## src/rtl/mem_port_arbiter_pkg.sv

```systemverilog
// Shared types and constants for the IF/DM memory-port arbiter.
package arm_mem_pkg;

  // Arbiter FSM states.
  typedef enum logic [1:0] {
    IDLE  = 2'd0,
    ISSUE = 2'd1,
    WAIT  = 2'd2,
    RESP  = 2'd3
  } arb_state_t;

  // Requester identifiers, also the encoding of grant_src.
  localparam logic SRC_IF = 1'b0;
  localparam logic SRC_DM = 1'b1;

  // Width of the memory latency down-counter (MEM_LAT up to 15).
  localparam int LAT_W = 4;

endpackage

```

## src/rtl/mem_port_arbiter_if.sv

```systemverilog
// Bundle of the pipeline-side request ports and the memory-side port.
//
// Handshake: a requester raises *_req with its address (and store data) and
// keeps it high until it sees the one-cycle *_ready pulse; the arbiter
// latches the request when it grants it, so later changes of the request
// fields (or dropping *_req) do not affect the access already in flight.
// *_rdata is valid in the *_ready cycle and holds until the next read of
// that source. On the memory side mem_en is a single-cycle strobe per access
// and mem_rdata is expected exactly MEM_LAT cycles after that strobe.
interface mem_port_arbiter_if #(
  parameter int ADDR_W = 32,
  parameter int DATA_W = 32
);
  import arm_mem_pkg::*;

  logic              if_req;
  logic [ADDR_W-1:0] if_addr;
  logic [DATA_W-1:0] if_rdata;
  logic              if_ready;
  logic              if_stall;

  logic              dm_req;
  logic              dm_we;
  logic [ADDR_W-1:0] dm_addr;
  logic [DATA_W-1:0] dm_wdata;
  logic [DATA_W-1:0] dm_rdata;
  logic              dm_ready;
  logic              dm_stall;

  logic              mem_en;
  logic              mem_we;
  logic [ADDR_W-1:0] mem_addr;
  logic [DATA_W-1:0] mem_wdata;
  logic [DATA_W-1:0] mem_rdata;

  logic              busy;
  logic              grant_src;
  arb_state_t        dbg_state;

  // Arbiter side.
  modport slave (
    input  if_req, if_addr, dm_req, dm_we, dm_addr, dm_wdata, mem_rdata,
    output if_rdata, if_ready, if_stall, dm_rdata, dm_ready, dm_stall,
           mem_en, mem_we, mem_addr, mem_wdata, busy, grant_src, dbg_state
  );

  // Pipeline plus memory side.
  modport master (
    output if_req, if_addr, dm_req, dm_we, dm_addr, dm_wdata, mem_rdata,
    input  if_rdata, if_ready, if_stall, dm_rdata, dm_ready, dm_stall,
           mem_en, mem_we, mem_addr, mem_wdata, busy, grant_src, dbg_state
  );

endinterface

```

## src/rtl/mem_arb_pick.sv

```systemverilog
// Winner selection between IF and DM plus the IF starvation counter.
module mem_arb_pick
  import arm_mem_pkg::*;
#(
  parameter int STARVE_LIM = 4
) (
  input  logic clk,
  input  logic rst,
  input  logic if_req,
  input  logic dm_req,
  input  logic grant_en,
  output logic winner
);

  localparam int CW = (STARVE_LIM < 1) ? 1 : $clog2(STARVE_LIM + 1);
  localparam logic [CW-1:0] LIM = CW'(STARVE_LIM);

  logic [CW-1:0] starve_cnt;
  logic          force_if;

  // DM wins a tie unless IF has waited through STARVE_LIM DM grants.
  always_comb begin
    force_if = (STARVE_LIM != 0) && (starve_cnt == LIM);
    winner   = SRC_IF;
    if (dm_req && !(if_req && force_if)) begin
      winner = SRC_DM;
    end
  end

  // Count DM grants that left IF waiting; saturate at the limit.
  always_ff @(posedge clk or negedge rst) begin
    if (!rst) begin
      starve_cnt <= '0;
    end else if (grant_en) begin
      if (winner == SRC_DM && if_req) begin
        if (starve_cnt != LIM) begin
          starve_cnt <= starve_cnt + 1'b1;
        end
      end else begin
        starve_cnt <= '0;
      end
    end
  end

endmodule

```

## src/rtl/mem_port_arbiter.sv

```systemverilog
// Shares one fixed-latency single-ported memory between IF and DM.
module mem_port_arbiter
  import arm_mem_pkg::*;
#(
  parameter int ADDR_W     = 32,
  parameter int DATA_W     = 32,
  parameter int MEM_LAT    = 2,
  parameter int STARVE_LIM = 4
) (
  input  logic              clk,
  input  logic              rst,
  mem_port_arbiter_if.slave bus
);

  arb_state_t        state, state_nxt;
  logic              lat_src;
  logic              lat_we;
  logic [ADDR_W-1:0] lat_addr;
  logic [DATA_W-1:0] lat_wdata;
  logic [LAT_W-1:0]  wait_cnt;
  logic [DATA_W-1:0] if_rdata_q;
  logic [DATA_W-1:0] dm_rdata_q;
  logic              grant_src_q;
  logic              winner;
  logic              grant_en;

  assign grant_en = (state == IDLE) && (bus.if_req || bus.dm_req);

  mem_arb_pick #(
    .STARVE_LIM(STARVE_LIM)
  ) u_pick (
    .clk     (clk),
    .rst     (rst),
    .if_req  (bus.if_req),
    .dm_req  (bus.dm_req),
    .grant_en(grant_en),
    .winner  (winner)
  );

  // State register.
  always_ff @(posedge clk or negedge rst) begin
    if (!rst) begin
      state <= IDLE;
    end else begin
      state <= state_nxt;
    end
  end

  // Next state: writes skip the latency wait, reads wait out MEM_LAT.
  always_comb begin
    state_nxt = state;
    case (state)
      IDLE:    if (grant_en) state_nxt = ISSUE;
      ISSUE:   state_nxt = lat_we ? RESP : WAIT;
      WAIT:    if (wait_cnt == '0) state_nxt = RESP;
      RESP:    state_nxt = IDLE;
      default: state_nxt = IDLE;
    endcase
  end

  // Latch the granted request so later input changes cannot disturb it.
  always_ff @(posedge clk or negedge rst) begin
    if (!rst) begin
      lat_src     <= SRC_IF;
      lat_we      <= 1'b0;
      lat_addr    <= '0;
      lat_wdata   <= '0;
      grant_src_q <= SRC_IF;
    end else if (grant_en) begin
      lat_src     <= winner;
      grant_src_q <= winner;
      if (winner == SRC_DM) begin
        lat_we    <= bus.dm_we;
        lat_addr  <= bus.dm_addr;
        lat_wdata <= bus.dm_wdata;
      end else begin
        lat_we    <= 1'b0;
        lat_addr  <= bus.if_addr;
        lat_wdata <= '0;
      end
    end
  end

  // Latency counter: loaded at issue, reaches zero MEM_LAT cycles later.
  always_ff @(posedge clk or negedge rst) begin
    if (!rst) begin
      wait_cnt <= '0;
    end else if (state == ISSUE) begin
      wait_cnt <= LAT_W'(MEM_LAT - 1);
    end else if (state == WAIT && wait_cnt != '0) begin
      wait_cnt <= wait_cnt - 1'b1;
    end
  end

  // Capture read data into the owning source's register only.
  always_ff @(posedge clk or negedge rst) begin
    if (!rst) begin
      if_rdata_q <= '0;
      dm_rdata_q <= '0;
    end else if (state == WAIT && wait_cnt == '0) begin
      if (lat_src == SRC_DM) begin
        dm_rdata_q <= bus.mem_rdata;
      end else begin
        if_rdata_q <= bus.mem_rdata;
      end
    end
  end

  // FSM outputs: memory strobe only in ISSUE, ready pulse only in RESP.
  always_comb begin
    bus.mem_en    = 1'b0;
    bus.mem_we    = 1'b0;
    bus.mem_addr  = '0;
    bus.mem_wdata = '0;
    bus.if_ready  = 1'b0;
    bus.dm_ready  = 1'b0;
    if (state == ISSUE) begin
      bus.mem_en    = 1'b1;
      bus.mem_we    = lat_we;
      bus.mem_addr  = lat_addr;
      bus.mem_wdata = lat_wdata;
    end
    if (state == RESP) begin
      bus.if_ready = (lat_src == SRC_IF);
      bus.dm_ready = (lat_src == SRC_DM);
    end
  end

  assign bus.if_stall  = bus.if_req & ~bus.if_ready;
  assign bus.dm_stall  = bus.dm_req & ~bus.dm_ready;
  assign bus.if_rdata  = if_rdata_q;
  assign bus.dm_rdata  = dm_rdata_q;
  assign bus.busy      = (state != IDLE);
  assign bus.grant_src = grant_src_q;
  assign bus.dbg_state = state;

endmodule

```

## src/flat_wrapper.sv

```systemverilog
// flat-port wrapper written by rule: the top's interface ports become plain ports
module mem_port_arbiter_flat import arm_mem_pkg::*;
#(
  parameter int ADDR_W     = 32,
  parameter int DATA_W     = 32,
  parameter int MEM_LAT    = 2,
  parameter int STARVE_LIM = 4
)
  (clk, rst, bus_if_req, bus_if_addr, bus_dm_req, bus_dm_we, bus_dm_addr, bus_dm_wdata, bus_mem_rdata, bus_if_rdata, bus_if_ready, bus_if_stall, bus_dm_rdata, bus_dm_ready, bus_dm_stall, bus_mem_en, bus_mem_we, bus_mem_addr, bus_mem_wdata, bus_busy, bus_grant_src, bus_dbg_state);
  mem_port_arbiter_if #(.ADDR_W(ADDR_W), .DATA_W(DATA_W)) bus_i ();
  input  logic clk;
  input  logic rst;
  input wire logic [$bits(bus_i.if_req)-1:0] bus_if_req;
  input wire logic [$bits(bus_i.if_addr)-1:0] bus_if_addr;
  input wire logic [$bits(bus_i.dm_req)-1:0] bus_dm_req;
  input wire logic [$bits(bus_i.dm_we)-1:0] bus_dm_we;
  input wire logic [$bits(bus_i.dm_addr)-1:0] bus_dm_addr;
  input wire logic [$bits(bus_i.dm_wdata)-1:0] bus_dm_wdata;
  input wire logic [$bits(bus_i.mem_rdata)-1:0] bus_mem_rdata;
  output wire logic [$bits(bus_i.if_rdata)-1:0] bus_if_rdata;
  output wire logic [$bits(bus_i.if_ready)-1:0] bus_if_ready;
  output wire logic [$bits(bus_i.if_stall)-1:0] bus_if_stall;
  output wire logic [$bits(bus_i.dm_rdata)-1:0] bus_dm_rdata;
  output wire logic [$bits(bus_i.dm_ready)-1:0] bus_dm_ready;
  output wire logic [$bits(bus_i.dm_stall)-1:0] bus_dm_stall;
  output wire logic [$bits(bus_i.mem_en)-1:0] bus_mem_en;
  output wire logic [$bits(bus_i.mem_we)-1:0] bus_mem_we;
  output wire logic [$bits(bus_i.mem_addr)-1:0] bus_mem_addr;
  output wire logic [$bits(bus_i.mem_wdata)-1:0] bus_mem_wdata;
  output wire logic [$bits(bus_i.busy)-1:0] bus_busy;
  output wire logic [$bits(bus_i.grant_src)-1:0] bus_grant_src;
  output wire logic [$bits(bus_i.dbg_state)-1:0] bus_dbg_state;
  assign bus_i.if_req = bus_if_req;
  assign bus_i.if_addr = bus_if_addr;
  assign bus_i.dm_req = bus_dm_req;
  assign bus_i.dm_we = bus_dm_we;
  assign bus_i.dm_addr = bus_dm_addr;
  assign bus_i.dm_wdata = bus_dm_wdata;
  assign bus_i.mem_rdata = bus_mem_rdata;
  assign bus_if_rdata = bus_i.if_rdata;
  assign bus_if_ready = bus_i.if_ready;
  assign bus_if_stall = bus_i.if_stall;
  assign bus_dm_rdata = bus_i.dm_rdata;
  assign bus_dm_ready = bus_i.dm_ready;
  assign bus_dm_stall = bus_i.dm_stall;
  assign bus_mem_en = bus_i.mem_en;
  assign bus_mem_we = bus_i.mem_we;
  assign bus_mem_addr = bus_i.mem_addr;
  assign bus_mem_wdata = bus_i.mem_wdata;
  assign bus_busy = bus_i.busy;
  assign bus_grant_src = bus_i.grant_src;
  assign bus_dbg_state = bus_i.dbg_state;
  mem_port_arbiter #(.ADDR_W(ADDR_W), .DATA_W(DATA_W), .MEM_LAT(MEM_LAT), .STARVE_LIM(STARVE_LIM)) u_core (.clk(clk), .rst(rst), .bus(bus_i));
endmodule
```

## config.mk

```make
export PLATFORM = sky130hd
export DESIGN_NAME = mem_port_arbiter_flat
export DESIGN_NICKNAME = d
export VERILOG_FILES = /design/src/rtl/mem_port_arbiter_pkg.sv /design/src/rtl/mem_port_arbiter_if.sv /design/src/rtl/mem_arb_pick.sv /design/src/rtl/mem_port_arbiter.sv /design/src/flat_wrapper.sv
export SDC_FILE = /design/constraint.sdc
export NUM_CORES = 1
export LEC_CHECK = 0
export BUFFER_PORTS_ARGS = -buffer_cell sky130_fd_sc_hd__buf_2
export CELL_PAD_IN_SITES_DETAIL_PLACEMENT = 0
export CELL_PAD_IN_SITES_GLOBAL_PLACEMENT = 1
export CORE_MARGIN = 2
export CORE_UTILIZATION = 39
export CTS_CLUSTER_SIZE = 20
export DETAILED_ROUTE_END_ITERATION = 8
export MAX_ROUTING_LAYER = met4
export PLACE_DENSITY_LB_ADDON = 0.3
export RECOVER_POWER = 50
export SETUP_SLACK_MARGIN = 0.4
export SKIP_LAST_GASP = 1
export SLEW_MARGIN = 30
export SYNTH_ARGS = -nofsm -noshare
export SYNTH_HDL_FRONTEND = slang
export SYNTH_HIERARCHICAL = 1
export SYNTH_SLANG_ARGS = --single-unit
```

## constraint.sdc

```tcl
create_clock -name clk -period 6.18 [get_ports clk]
set_input_delay 1.236 -clock clk [delete_from_list [all_inputs] [get_ports clk]]
set_output_delay 1.236 -clock clk [all_outputs]
set_load 0.05 [all_outputs]
```

* Yosys cells after proc, flatten, opt, wreduce, memory -nomap -nowiden
Cells that the tools add are included.
** Cells by class
- $add $sub $neg :: 2
- Multipliers :: 0
- Divide/modulo/power cells :: 0
- Magnitude comparators :: 0
- Equality and inequality tests :: 8
- Shift-type cells :: 0
- Mux-type cells :: 18
- Bitwise logic cells :: 5
- Reduce and logical (&&, ||, !) cells :: 17
** Operators with widths (count)
- two-way mux 32 bit :: 4
- two-way mux 4 bit :: 2
- case mux 2 bit (4 select lines) :: 1
- AND reduction 2 bit :: 4
- two-way mux 1 bit :: 7
- logical AND 1 bit :: 6
- two-way mux 3 bit :: 2
- == test 2 bit (second input constant) :: 2
- logical NOT 4 bit :: 1
- two-way mux 2 bit :: 2
- inequality test 2 x 1 -> 1 bit (second input constant) :: 2
- nonzero test 2 bit :: 2
- nonzero test 4 bit :: 1
- subtractor 4 x 1 -> 4 bit (second input constant) :: 1
- adder 3 x 1 -> 3 bit (second input constant) :: 1
- == test 3 bit (second input constant) :: 1
- inequality test 3 bit (second input constant) :: 1
- inverter 1 bit :: 3
- AND 1 bit :: 2
- == test 2 x 1 -> 1 bit (second input constant) :: 1
- logical NOT 2 bit :: 1
- inequality test 2 bit (second input constant) :: 1
- logical NOT 1 bit :: 1
- logical OR 1 bit :: 1
** Storage, ports and cells
- Bits in registers :: 139
- Bits in latches :: 0
- Bits in writable memories :: 0
- Memory bits (read-only) :: 0
- Input bits :: 133
- Word-level logic and storage cells :: 59
- Memories :: 0

* Longest topological paths before layout
- Depth after elaboration :: 8
- Mapped depth :: 9

* Cells and area by module
Netlist, hierarchy kept.
** Modules (own cells, without submodules)
- mem_port_arbiter :: instances 1, cells each 541, area an instance 6143.4 µm²
- mem_arb_pick :: instances 1, cells each 20, area an instance 198.9 µm²

* Least setup slack after synthesis
OpenSTA, ideal clock, no wires.
- Path kind :: flip-flop to output port
- Start point :: reg u_core.state[1] (netlist: u_core/bus.dbg_state[1])
- End point :: out bus_mem_addr[14]
- Data arrival time :: 2268 ps
- Required time :: 4944 ps
- Setup slack :: 2676 ps
- Cell stages (with the launch flop) :: 6
- Cells stage by stage :: dfrtp_1 > inv_1 > ha_1 > clkbuf_1 > clkbuf_1 > and2_1
** On the way
- Longest elaborated chain between the ends :: 2
** Ends and longest elaborated chain
- start: declaration :: line mem_port_arbiter.sv:15 : arb_state_t state, state_nxt;
- start signal: assignment :: line mem_port_arbiter.sv:45 : state <= state_nxt;
- == test 2 x 1 -> 1 bit :: line mem_port_arbiter.sv:117 : if (state == ISSUE) begin
- two-way mux 32 bit :: line mem_port_arbiter.sv:117
- end: declaration :: line flat_wrapper.sv:28 : output wire logic [$bits(bus_i.mem_addr)-1:0] bus_mem_addr;
Every way passes these cells.

* Worst setup path after layout
- Start point :: reg u_core.state[1] (netlist: u_core/bus.dbg_state[1])
- End point :: out bus_mem_wdata[27]
** On the way
- Longest elaborated chain between the ends :: 2
** Ends and longest elaborated chain
- == test 2 x 1 -> 1 bit :: line mem_port_arbiter.sv:117
- two-way mux 32 bit :: line mem_port_arbiter.sv:117
- end: declaration :: line flat_wrapper.sv:29 : output wire logic [$bits(bus_i.mem_wdata)-1:0] bus_mem_wdata;
Every way passes these cells.

==> flow_metrics.py <==
metrics = {
    "cts": {
        "post_cts_buffers": 0,
        "cts_hold_buf": 0,
        "cts_resized": 0,
        "numCtsBuffers": 17,
        "cts_buffer_depth": 2,
        "htree_levels": 4,
        "clockRootBuffer": "clkbuf_16",
        "cts_tree": "yes",
        "path_clk_slew_ns": 0.06,
        "cts_sinks": 139,
        "insertion_delay_ns": 0.42,
    },
    "die": {
        "die_h_um": 132,
        "start_util_pct": 39.9,
        "die-width_um": 132,
        "core_sq_um": 15900,
        "ioPinCount": 271,
        "rows": 46,
        "die_area_sq_um": 17300,
    },
    "critical_path": {
        "reg2reg_depth": 6,
        "crit_end": "bus_mem_wdata[27]",
        "cp.arrival_ns": 3.07,
        "rr_endpoint": "u_core/lat_addr[21]",
        "required_ns": 4.94,
        "worstSetupPathType": "reg2out",
        "startpoint": "u_core/bus.dbg_state[1]",
        "start_kind": "flop",
        "reg2reg_setup_slack_ns": 2.63,
        "path_max_fanout": 71,
        "timing.rr.start": "u_core/bus.dbg_state[0]",
        "cp-end-kind": "output pin",
    },
    "sta": {
        "finalCritPeriodShare_pct": 69.7,
        "finalClockSkew_ns": 0.0100,
        "worst_slew_pin_slew_ns": 2.17,
        "tns_ns": 0,
        "rsz0062_at_grt": "false",
        "maxSlewViolCount": 198,
        "whs_ns": 0.467,
        "finalHoldViolCount": 0,
        "setup_violations": 0,
        "min_period_ns": 4.31,
        "fmax_ghz": 0.232,
        "max-slew-margin-rel_pct": -44.4,
    },
    "routing": {
        "post_drt_wl_per_cell_um": 15.1,
        "ant_nets": 0,
        "detail_route.iter0.violations": 197,
        "via_per_inst": 4.65,
        "drt-total-wl_um": 15900,
        "dr_total_vias": 4883,
        "dr.pass1.iters": 4,
        "drc": 0,
    },
    "job": {
        "max_cap_viol_count": 4,
    },
    "min_path": {
        "min_path_type": "reg2reg",
    },
    "synthesis": {
        "yosysWarningCount": 6,
        "ys_seq_area_share_pct": 54.8,
        "ys_seq_elements": 139,
        "synth_top_area_share_pct": 54.8,
        "syn-instance-count": 561,
        "synth_area_per_cell_sq_um": 11.3,
        "synth_top_area_cell": "dfrtp_1",
        "ys_types": 34,
        "synth_fp_nets": 703,
        "synthTopCellsByArea": "dfrtp_1, mux2_4, and2_1",
        "syn_area_sq_um": 6340,
    },
    "finish": {
        "area_delta_synth_final_pct": 31.7,
        "finalNetCount": 961,
        "drive_gt1_share_pct": 36.5,
        "layout.cells.most_common": "buf_2",
        "final_cell_mix": "buf_2, dfrtp_1, nand2_1, clkbuf_1, and2_1",
    },
    "global_routing": {
        "overflow": 0,
        "antenna_found_initial": 1,
        "grt_pass1_wl_um": 25800,
        "first_global_vias": 5064,
        "grt_max_degree": 75,
        "grt_use_total_pct": 19.3,
    },
    "pwr": {
        "power_density_nw_per_um2": 613,
        "leakage_nw": 4.22,
        "worst_ir_drop_vdd_v": 0.000282,
    },
    "place": {
        "dpl.hpwl_um": 11200,
        "io_buffers": 270,
        "gp_congestion": 0.781,
    },
    "outcome": {
        "violations": "max-capacitance violations, max-slew violations",
        "status": "finished with violations",
    },
}
through the flow:
| stage | worst slack (ns) | util [%] | instance area [sq um] | total power, W | instances |
|---|---|---|---|---|---|
| after floorplan | 2.68 | - | 6340 | 0.00357 | 561 |
| after global placement | 2.95 | 49.6 | 7880 | 0.00416 | 1016 |
| after detailed placement | 3.05 | 49.7 | 7890 | 0.00423 | 1016 |
| after CTS | 2.81 | 53.4 | 8480 | 0.00527 | 1048 |
| after global routing | 1.47 | 52.6 | 8360 | 0.00542 | 1049 |
| final | 1.87 | 52.6 | 8360 | 0.00512 | 1049 |
power breakdown:
part | switching, W | internal [W]
combinational | 0.00189 | 0.000664
clock | 0.000408 | 0.000603
sequential | 0.000235 | 0.00133
flip-flops by register name (all words and copies together) (netlist names):
name                      count
u_core/wait_cnt               4
u_core/lat_we                 1
u_core/bus.grant_src          1
u_core/lat_addr              32
u_core/bus.if_rdata          32
u_core/bus.dbg_state          2
u_core/lat_wdata             32
u_core/bus.dm_rdata          32
u_core/u_pick/starve_cnt      3
worst max-delay path: stages, from the launching register on:
cell and delay (ns):
dfrtp_1 0.43, inv_1 0.12, ha_1 1.50, and2_1 0.30, buf_2 0.29
area by class of cell:
cell class	count	area [sq um]
fillers	1496	7530
flip-flops and latches	139	3480
multi-input cells	375	2670
repair buffers	275	1310
clock buffers	18	429
well taps	216	270
clock inverters	14	160
inverters	11	41.3
diodes	1	2.50
synthesized netlist by cell type (all sizes together):
| cell type | number |
|---|---|
| clkbuf | 27 |
| ha | 9 |
| o21ai | 66 |
| buf | 9 |
| nand2 | 102 |
| a31oi | 1 |
| mux2i | 34 |
| a21oi | 4 |
| or2b | 1 |
| inv | 11 |
| nand4 | 2 |
| a22oi | 1 |
| nand3 | 1 |
| nor3b | 1 |
| nor4b | 1 |
| o22ai | 1 |
| nor2b | 3 |
| nor2 | 4 |
| nand3b | 1 |
| a211oi | 2 |
| o311ai | 1 |
| dfrtp | 139 |
| or3b | 2 |
| and2 | 68 |
| mux2 | 66 |
| nor3 | 2 |
| a211o | 2 |
kinds of logic (layout without fill, tap and decap cells):
family	after synthesis	after routing	synth area share [%]
buffers and inverters	47	318	3.26
AND/OR/NAND/NOR	188	188	14.7
AO/OA/AOI/OAI	78	78	6.61
flip-flops	139	139	54.8
adder cells (fa/ha/maj)	9	9	1.78
other	0	1	0
multiplexers	100	100	18.9
worst min-delay path by stage:
stage / endpoint / slack [ns] / depth (start not counted) / startpoint
finish: u_core/lat_wdata[2] / 0.47 / 2 / u_core/lat_wdata[2]
global route: u_core/lat_addr[14] / 0.49 / 2 / u_core/lat_addr[14]
CTS: u_core/lat_addr[18] / 0.48 / 2 / u_core/lat_addr[18]
detailed placement: u_core/lat_addr[14] / 0.46 / 2 / u_core/lat_addr[14]
global placement: u_core/lat_wdata[12] / 0.46 / 2 / u_core/lat_wdata[12]
floorplan: u_core/lat_wdata[0] / 0.44 / 2 / u_core/lat_wdata[0]
routing by layer:
metal / global-route usage, % / vias up / routed length [um]
li1: - / 2397 / -
met1: 24.2 / 2266 / 7220
met2: 30.2 / 200 / 7360
met3: 5.48 / 20 / 1060
met4: 6.70 / 0 / 233
met5: - / - / 0
Power figures use the tool's default switching activity.
